## src/rtl/mux2_bus_arbiter.sv

```systemverilog
// mux2_bus_arbiter: round-robin owner of a shared 2:1 mux datapath with registered dout/valid
module mux2_bus_arbiter #(
  parameter int DATA_W = 8,
  parameter int MAX_HOLD = 16
) (
  input  logic              clk,
  input  logic              rst_n,
  input  logic              req_a,
  input  logic              req_b,
  input  logic [DATA_W-1:0] din_a,
  input  logic [DATA_W-1:0] din_b,
  output logic              gnt_a,
  output logic              gnt_b,
  output logic              sel,
  output logic [DATA_W-1:0] dout,
  output logic              dout_vld,
  output logic              tmo_a,
  output logic              tmo_b
);
  localparam logic [1:0] IDLE  = 2'd0;
  localparam logic [1:0] OWN_A = 2'd1;
  localparam logic [1:0] OWN_B = 2'd2;
  logic [1:0]        r_state;
  logic [1:0]        w_nxt;
  logic              r_last;
  logic [DATA_W-1:0] r_dout;
  logic              r_vld;
  logic              r_tmo_a;
  logic              r_tmo_b;
  logic              w_pre_a;
  logic              w_pre_b;
`ifdef ARB_TIMEOUT_EN
  localparam int HW = $clog2(MAX_HOLD + 1);
  logic [HW-1:0] r_hold;
  always_ff @(posedge clk or negedge rst_n)
    if (!rst_n) r_hold <= '0;
    else r_hold <= (w_nxt != r_state) ? '0 :
                   (r_state != IDLE && r_hold != HW'(MAX_HOLD)) ? r_hold + 1'b1 : r_hold;
  assign w_pre_a = (r_state == OWN_A) & req_a & req_b & (r_hold == HW'(MAX_HOLD - 1));
  assign w_pre_b = (r_state == OWN_B) & req_a & req_b & (r_hold == HW'(MAX_HOLD - 1));
`else
  assign w_pre_a = 1'b0;
  assign w_pre_b = 1'b0;
`endif
  always_comb
    w_nxt = (r_state == OWN_A) ? ((!req_a || w_pre_a) ? (req_b ? OWN_B : IDLE) : OWN_A) :
            (r_state == OWN_B) ? ((!req_b || w_pre_b) ? (req_a ? OWN_A : IDLE) : OWN_B) :
            (req_a && (!req_b || r_last)) ? OWN_A : req_b ? OWN_B : IDLE;
  always_ff @(posedge clk or negedge rst_n)
    if (!rst_n) begin
      r_state <= IDLE;
      r_last  <= 1'b1;
      r_dout  <= '0;
      r_vld   <= 1'b0;
      r_tmo_a <= 1'b0;
      r_tmo_b <= 1'b0;
    end else begin
      r_state <= w_nxt;
      r_last  <= (r_state == OWN_A && w_nxt != OWN_A) ? 1'b0 :
                 (r_state == OWN_B && w_nxt != OWN_B) ? 1'b1 : r_last;
      r_dout  <= sel ? din_b : din_a;
      r_vld   <= (gnt_a & req_a) | (gnt_b & req_b);
      r_tmo_a <= w_pre_a;
      r_tmo_b <= w_pre_b;
    end
  assign gnt_a    = (r_state == OWN_A);
  assign gnt_b    = (r_state == OWN_B);
  assign sel      = (r_state == OWN_B);
  assign dout     = r_dout;
  assign dout_vld = r_vld;
  assign tmo_a    = r_tmo_a;
  assign tmo_b    = r_tmo_b;
endmodule
```

## config.mk

```make
export PLATFORM = sky130hd
export DESIGN_NAME = mux2_bus_arbiter
export DESIGN_NICKNAME = d
export VERILOG_FILES = /design/src/rtl/mux2_bus_arbiter.sv
export SDC_FILE = /design/constraint.sdc
export NUM_CORES = 1
export LEC_CHECK = 0
export ABC_AREA = 1
export BUFFER_PORTS_ARGS = -buffer_cell sky130_fd_sc_hd__buf_2
export CAP_MARGIN = 20
export CORE_AREA = 5 5 43 45
export CTS_CLUSTER_SIZE = 30
export DETAILED_ROUTE_END_ITERATION = 10
export DIE_AREA = 0 0 48 50
export PLACE_DENSITY = 0.8
export SETUP_SLACK_MARGIN = 0.2
export SLEW_MARGIN = 20
export SYNTH_ARGS = -nofsm -noshare
export SYNTH_HDL_FRONTEND = slang
export SYNTH_SLANG_ARGS = --single-unit
```

## constraint.sdc

```tcl
create_clock -name clk -period 1 [get_ports clk]
set_input_delay 0.05 -clock clk [delete_from_list [all_inputs] [get_ports clk]]
set_output_delay 0.05 -clock clk [all_outputs]
set_load 0.02 [all_outputs]
```

# == After elaboration in Yosys (flattened, before gate mapping) ==
# Cells that the tools add are included.
# Widths: inputs -> output; s select.
# totals
register_bits,12
out_inout_bits,14
# op_classes
n_eq_ne,4
mux,10
n_bitwise,3
reduce_logical,6
# ops
operator,n
$mux 2,6
$mux 8,1
$logic_and 1x1->1,3
$mux 1,3
$and 1x1->1,2
$eq 2x1->1 const B,1
$eq 2x2->1 const B,1
$ne 2x1->1 const B,1
$ne 2x2->1 const B,1
$reduce_bool 2->1,1
$logic_not 1->1,1
$logic_or 1x1->1,1
$or 1x1->1,1

# == Longest topological paths before layout ==
# Gate-level depths: netlist (run 1).
# depth
word_depth,10
ltp_mapped,6
mapped_depth_nobuf,6

# == Worst setup path after synthesis (run 1) ==
# OpenSTA, ideal clock, no wires.
# synth_timing
path_kind,reg-to-reg
start,reg r_state[1]
end,reg r_state[1]
arrival_ps,986
t_required_ps,885
setup_slack_ps,-102
stages_incl_launch_ff,5
n_path_buf,0
cell_sequence,dfrtp_1 -> nor2_1 -> nand2_2 -> nand2_1 -> nor2_1
# synth_via
elab_cells_between_ends,4
# synth_rtl
item,line,rtl
start: declaration,23,logic [1:0] r_state;
start signal: assignment,58,r_state <= w_nxt;
$eq 2x1->1,-,
via gnt_a,12,"output logic gnt_a,"
$mux 2,46,w_nxt = (r_state == OWN_A) ? ((!req_a || w_pre_a) ? (req_b ? OWN_B : IDLE) : OWN_A) :
via w_nxt[1],24,logic [1:0] w_nxt;
# The timed path passes the listed nets, and every way through them passes these cells.
# A chain may end at the register's enable or synchronous reset.

# == Worst setup path in the final report (run 1) ==
# layout_timing
start,reg r_state[0]
end,out gnt_a
# layout_via
elab_chain_cells,1
# layout_rtl
item,line,rtl
$eq 2x1->1,66,assign gnt_a = (r_state == OWN_A);
end: declaration,12,
# No other way between the ends.

==> results of run 1 <==
==> cells in the final DEF (no fill, tap or decap), drive strengths merged <==
cell type	n
buf	42
nand2	36
dlygate4sd3	16
dfrtp	11
inv	6
clkbuf	4
nor2	3
conb	2
o21ai	1
nand3	1
dfstp	1
==> worst paths after layout <==
| path | start | end | depth (start not counted) |
|---|---|---|---|
| max | r_state[0] | gnt_a | 4 |
| min | din_a[2] | dout[2] | 3 |
| max reg2reg | r_state[0] | dout[4] | 6 |
| min reg2reg | r_last | r_last | 2 |
| max in group asynchronous | rst_n | r_last | 2 |
| min in group asynchronous | rst_n | dout[3] | 2 |
==> flip-flops by register name, indices dropped and copies added, names as in the netlist <==
| signal | cells |
|---|---|
| r_last | 1 |
| dout_vld | 1 |
| r_state | 2 |
| dout | 8 |
==> synthesized netlist by cell type, drive strengths merged <==
cell type   n
buf         3
nand2      36
o21ai       1
nor2        3
inv         6
conb        1
dfrtp      11
nand3       1
dfstp       1
==> worst reg2reg max path: cells and delay by family (launching register included) <==
kind / cells / cell delay [ns]
buf+inv: 3 / 0.41
flops: 1 / 0.40
simple gates: 3 / 0.21
==> per-layer routing <==
layer / share of wire / vias up
li1: - / 300
met1: 0.33 / 308
met2: 0.56 / 41
met3: 0.095 / 4
met4: 0.020 / 0
met5: 0 / -
==> cells by family (layout without fill, tap and decap cells) <==
| logic type | after synthesis | after routing |
|---|---|---|
| buf+inv | 9 | 68 |
| other cells | 1 | 2 |
| flops | 12 | 12 |
| compound gates | 1 | 1 |
| simple gates | 40 | 40 |
==> final cells by class <==
class | instances | area [µm²]
Timing Repair Buffer | 58 | 510.5
Sequential cell | 12 | 302.8
Fill cell | 77 | 276.5
Multi-Input combinational cell | 43 | 270.3
Inverter | 6 | 30.03
Clock buffer | 4 | 26.28
Tap cell | 16 | 20.02
==> power breakdown <==
group / switching (µW) / total [µW] / internal [µW]
sequential: 75.6 / 684 / 609
clock: 158 / 312 / 154
combinational: 539 / 1070 / 535
total: 772 / 2070 / 1300
==> stage by stage <==
step	worst slack, ns	utilization	setup TNS, ns	instances
final	-0.1351	0.8075	-1.175	139
after global routing	-0.1649	0.8075	-1.574	139
after CTS	-0.09310	0.7169	-0.2974	133
after detailed placement	0.006738	0.4817	0	108
after global placement	0.07131	0.4817	0	108
after floorplan	0.07930	-	0	64
==> timing repair <==
item | 4_1_cts | 5_1_grt
endpoints found under the hold margin | 20 | 0
endpoints found under the setup margin | 24 | 24
hold buffers | 16 | 0
pin swaps | 3 | 14
setup buffers | 5 | 6
cloned | 0 | 0
resized for setup | 35 | 29
==> metrics.json, run 1 <==
{
  "synth": {
    "seq_area_frac_synth": 0.5752,
    "synth-compound-area-share": 0.009547,
    "post_synth_adder_cell_area": 0,
    "synthesis.instances": 63,
    "largest_area_contributor_in_the_synthesized_netlist": "dfrtp_1",
    "post_synth_xor_area_fraction": 0,
    "post_synth_main_area_contributors": "dfrtp_1, nand2_1, dfstp_2",
    "postSynthAreaPerCell_um2": 8.321,
    "combinational_family_with_the_most_area_after_synthesis": "simple AND/OR/NAND/NOR gates",
    "synthMuxAreaShare": 0,
    "ys_types": 13,
    "synth_warnings": 0,
    "area_fraction_in_and_or_nand_and_nor_cells_after_synthesis": 0.3126,
    "synth_seq_cells": 12,
    "synth.cell_area_um2": 524.3,
    "synth.top_cell.area_share": 0.5251
  },
  "clocking": {
    "tritoncts.num_buffers": 3,
    "clk_pin_slew_ns": 0.07,
    "clock_sinks": 12,
    "tritoncts": "built",
    "cts_htree_levels": 1,
    "max-clock-path-buffers": 2,
    "worst_skew_pair.late_latency_ns": 0.27,
    "ctsRootBufferMaster": "clkbuf_4"
  },
  "sta": {
    "final.period_utilization": 1.135,
    "final_hold_viol_count": 1,
    "fin_worst_hold_slack_ns": -0.001281,
    "rsz0062_at_grt": "yes",
    "setup_viol": 13,
    "slew_violations": 0,
    "maximum_operating_frequency_ghz": 0.8810,
    "min_period_ns": 1.135,
    "finalWorstSetupSlack_ns": -0.1351,
    "fin_skew_ns": 0.006583
  },
  "grt": {
    "grt_start_max_net_pins": 13,
    "groute.layer.met1.usage": 0.1700,
    "grt.met3_usage": 0.04000,
    "grt.total_usage": 0.1597,
    "grt_pass1_wl_mm": 2.684,
    "globalRouteMet2Util": 0.2907,
    "antenna_found_initial": 0,
    "overflow": 0,
    "grt_most_used_layer": "met2",
    "vias_in_the_first_global_route": 593
  },
  "routing": {
    "routed_wl_mm": 2.279,
    "total_drc_errors_in_the_routed_layout": 0,
    "avgViaCountPerCell": 4.698,
    "detailedRoute.firstPassIterationCount": 4,
    "drt-wirelength-per-cell_um": 16.40,
    "detailedRoute.firstIterationViolations": 21,
    "ant_nets": 0,
    "detailroute.via_count": 653
  },
  "cells_and_area": {
    "antenna_cells": 0,
    "finish.net_count": 144,
    "area_growth_pct": 121.2,
    "postLayoutCellArea_um2": 1160,
    "post_route_cells_drive_above_1_share": 0.6016
  },
  "setup_path": {
    "critical_path_class": "flip-flop to output port",
    "max_stage_delay_ns": 0.40,
    "slowest_stage_cell_crit_path": "dfrtp_1",
    "cell_occurring_most_often_along_the_worst_timing_path": "buf_6",
    "crit_path_start_kind": "flip-flop",
    "worst_ep_required_time_ns": 0.95,
    "timing.critical_path.fanout_max": 2,
    "r2r_slack_ns": -0.12,
    "endpoint_kind": "output port",
    "crit_family": "flip-flops",
    "crit_path_cell_trace": "inv_2 -> buf_6 -> nor2_4 -> buf_6",
    "worst-path-buf-inv": 3,
    "critical_path_arrival_ns": 1.09
  },
  "floorplan": {
    "initial_utilization": 0.3650,
    "dieArea_um2": 2400,
    "die_w_um": 48,
    "io-pin-count": 34,
    "die_height_um": 50,
    "std_cell_rows": 14,
    "core_region_area_um2": 1436
  },
  "power_and_ir_drop": {
    "static-leakage-power_uw": 0.0006152,
    "power-per-cell-area_nw_per_um2": 1784,
    "report.power.total_uw": 2070,
    "ir_worst_vdd_uv": 896.8
  },
  "place": {
    "dpl.hpwl_um": 995.3,
    "routabilityCongestion": 0.7209,
    "place_area_um2": 691.9,
    "placement.io_buffers": 31
  },
  "outcome": {
    "failed_checks": "hold timing, setup timing",
    "run_status": "complete, but fails checks"
  },
  "hold_path": {
    "hold_path.class": "input port to flip-flop"
  },
  "flow_run": {
    "cap_violations": 0
  }
}
No activity file was read; power rests on OpenSTA's default activity.
==> inputs of run 2 (changes only) <==
--- a/config.mk
+++ b/config.mk
@@ -8,10 +8,11 @@
 export ABC_AREA = 1
 export BUFFER_PORTS_ARGS = -buffer_cell sky130_fd_sc_hd__buf_2
 export CAP_MARGIN = 20
-export CORE_AREA = 5 5 43 45
-export CTS_CLUSTER_SIZE = 30
+export CELL_PAD_IN_SITES_DETAIL_PLACEMENT = 1
+export CELL_PAD_IN_SITES_GLOBAL_PLACEMENT = 1
+export CORE_AREA = 5 5 51 53
 export DETAILED_ROUTE_END_ITERATION = 10
-export DIE_AREA = 0 0 48 50
+export DIE_AREA = 0 0 56 58
 export PLACE_DENSITY = 0.8
 export SETUP_SLACK_MARGIN = 0.2
 export SLEW_MARGIN = 20
==> metrics.json, run 2 (same netlist as run 1, synthesis figures left out) <==
{
  "outcome": {
    "run_status": "complete, but fails checks",
    "failed_checks": "setup timing"
  },
  "routing": {
    "routed_wl_mm": 2.006,
    "avgViaCountPerCell": 4.197,
    "ant_nets": 0,
    "drt-wirelength-per-cell_um": 13.65,
    "total_drc_errors_in_the_routed_layout": 0,
    "detailroute.via_count": 617,
    "detailedRoute.firstPassIterationCount": 4,
    "detailedRoute.firstIterationViolations": 5
  },
  "sta": {
    "total_negative_slack_for_setup_checks_ns": -0.3325,
    "final_hold_viol_count": 0,
    "rsz0062_at_grt": "yes",
    "maximum_operating_frequency_ghz": 0.9185,
    "min_period_ns": 1.089,
    "fin_skew_ns": 0.003849,
    "slew_violations": 0,
    "final.period_utilization": 1.089,
    "setup_viol": 6,
    "finalWorstSetupSlack_ns": -0.08876
  },
  "setup_path": {
    "timing.critical_path.fanout_max": 2,
    "worst_ep_required_time_ns": 0.95,
    "critical_path_class": "flip-flop to output port",
    "critical_path_arrival_ns": 1.04,
    "endpoint_kind": "output port",
    "crit_path_start_kind": "flip-flop"
  },
  "grt": {
    "grt_pass1_wl_mm": 3.229,
    "grt.total_usage": 0.1343,
    "overflow": 0,
    "vias_in_the_first_global_route": 692,
    "antenna_found_initial": 0,
    "grt_start_max_net_pins": 13
  },
  "place": {
    "dpl.hpwl_mm": 1.241,
    "placement.io_buffers": 31,
    "routabilityCongestion": 0.6848,
    "number_of_cells_after_detailed_placement": 120,
    "place_area_um2": 706.9
  },
  "power_and_ir_drop": {
    "gate_power_share": 0.470,
    "power_switching_share": 0.3687,
    "ir_worst_vdd_uv": 645.0,
    "p_seq_frac": 0.356,
    "power-per-cell-area_nw_per_um2": 1766,
    "report.power.total_uw": 1906,
    "pwr-share-clk": 0.173,
    "power.internal_uw": 1204,
    "static-leakage-power_uw": 0.0005890,
    "netSwitchingPower_uw": 702.9
  },
  "clocking": {
    "tritoncts": "built",
    "max-clock-path-buffers": 2,
    "clk_pin_slew_ns": 0.07,
    "worst_skew_pair.late_latency_ns": 0.28,
    "tritoncts.num_buffers": 3,
    "cts_htree_levels": 1,
    "clock_sinks": 12,
    "ctsRootBufferMaster": "clkbuf_4"
  },
  "floorplan": {
    "core_region_area_um2": 2106,
    "io-pin-count": 34,
    "std_cell_rows": 17,
    "die_height_um": 58,
    "die_w_um": 56,
    "dieArea_um2": 3248,
    "initial_utilization": 0.2490
  },
  "cells_and_area": {
    "area_growth_pct": 106.0,
    "filler_cell_count": 241,
    "antenna_cells": 0,
    "postLayoutCellArea_um2": 1080,
    "number_of_flip_flops_in_the_largest_register": 8,
    "post_route_cells_drive_above_1_share": 0.5042,
    "layout_commonest_cell": "nand2_1",
    "final_cell_count_no_fill": 147,
    "mostFrequentLayoutCells": "nand2_1, buf_2, dlygate4sd3_1",
    "finish.net_count": 140
  },
  "flow_run": {
    "cap_violations": 0
  },
  "hold_path": {
    "hold_path.class": "input port to flip-flop"
  }
}
## run 2: cell count changes in the layout (fill, tap and decap cells not counted)
| cell | previous run | this run |
|---|---|---|
| nand2_4 | 4 | 3 |
| dlygate4sd3_1 | 16 | 17 |
| o21ai_2 | 0 | 1 |
| nand2_1 | 14 | 23 |
| o21ai_1 | 1 | 0 |
| nor2_4 | 2 | 1 |
| nand2_8 | 1 | 0 |
| buf_4 | 2 | 3 |
| nand2_2 | 17 | 10 |
| buf_6 | 20 | 14 |
| nor2_1 | 0 | 1 |
## run 2: critical path, stage by stage (launching register included)
cell     delay (ns)
dfrtp_1        0.37
inv_2          0.06
buf_6          0.12
nor2_4         0.09
buf_6          0.12
## run 2: per-stage QoR
step	hold WS, ns	setup slack (ns)	util
after floorplan	-0.2456	0.07930	-
after global placement	-0.06359	0.05760	0.3357
after detailed placement	-0.05662	0.01165	0.3357
after CTS	0.0009757	-0.08892	0.5039
after global routing	0.04376	-0.1402	0.5128
final	0.03708	-0.08876	0.5128
## run 2: power groups by stage
stage | Clock, µW | Combinational (µW) | Sequential (µW)
2_1_floorplan | 0 | 273 | 753
6_report | 330 | 897 | 680
4_1_cts | 318 | 865 | 670
3_5_place_dp | 0 | 546 | 665
5_1_grt | 368 | 966 | 690
3_3_place_gp | 0 | 528 | 658
## run 2: per-layer routing
metal,up-vias,track usage,share of wire
li1,294,-,-
met1,291,0.1314,0.36
met2,25,0.2521,0.54
met3,7,0.02895,0.056
met4,0,0.09153,0.038
met5,-,0,0
## run 2: worst paths after layout
check                      startpoint          to  slack [ns]  depth (start not counted)
max                        r_state[0]       gnt_a       -0.09                          4
max reg2reg                r_state[0]  r_state[0]       -0.05                          7
max in group asynchronous       rst_n      r_last        0.57                          2
min reg2reg                    r_last      r_last        0.46                          2
min                             req_a      r_last        0.04                          3
min in group asynchronous       rst_n     dout[2]        0.16                          2
## run 2: cell type report
cell class | instances | area (µm²) | share of cell area
Inverter | 6 | 30.03 | 0.02781
Sequential cell | 12 | 302.8 | 0.2804
Tap cell | 28 | 35.03 | 0.03244
Multi-Input combinational cell | 43 | 225.2 | 0.2086
Timing Repair Buffer | 54 | 460.4 | 0.4264
Clock buffer | 4 | 26.28 | 0.02433
## run 2: what timing repair did
item,in CTS,in global routing
hold buffers,16,1
pin swaps,7,2
endpoints found under the hold margin,20,1
buffers inserted,6,0
endpoints found under the setup margin,24,24
gates resized for setup,40,3
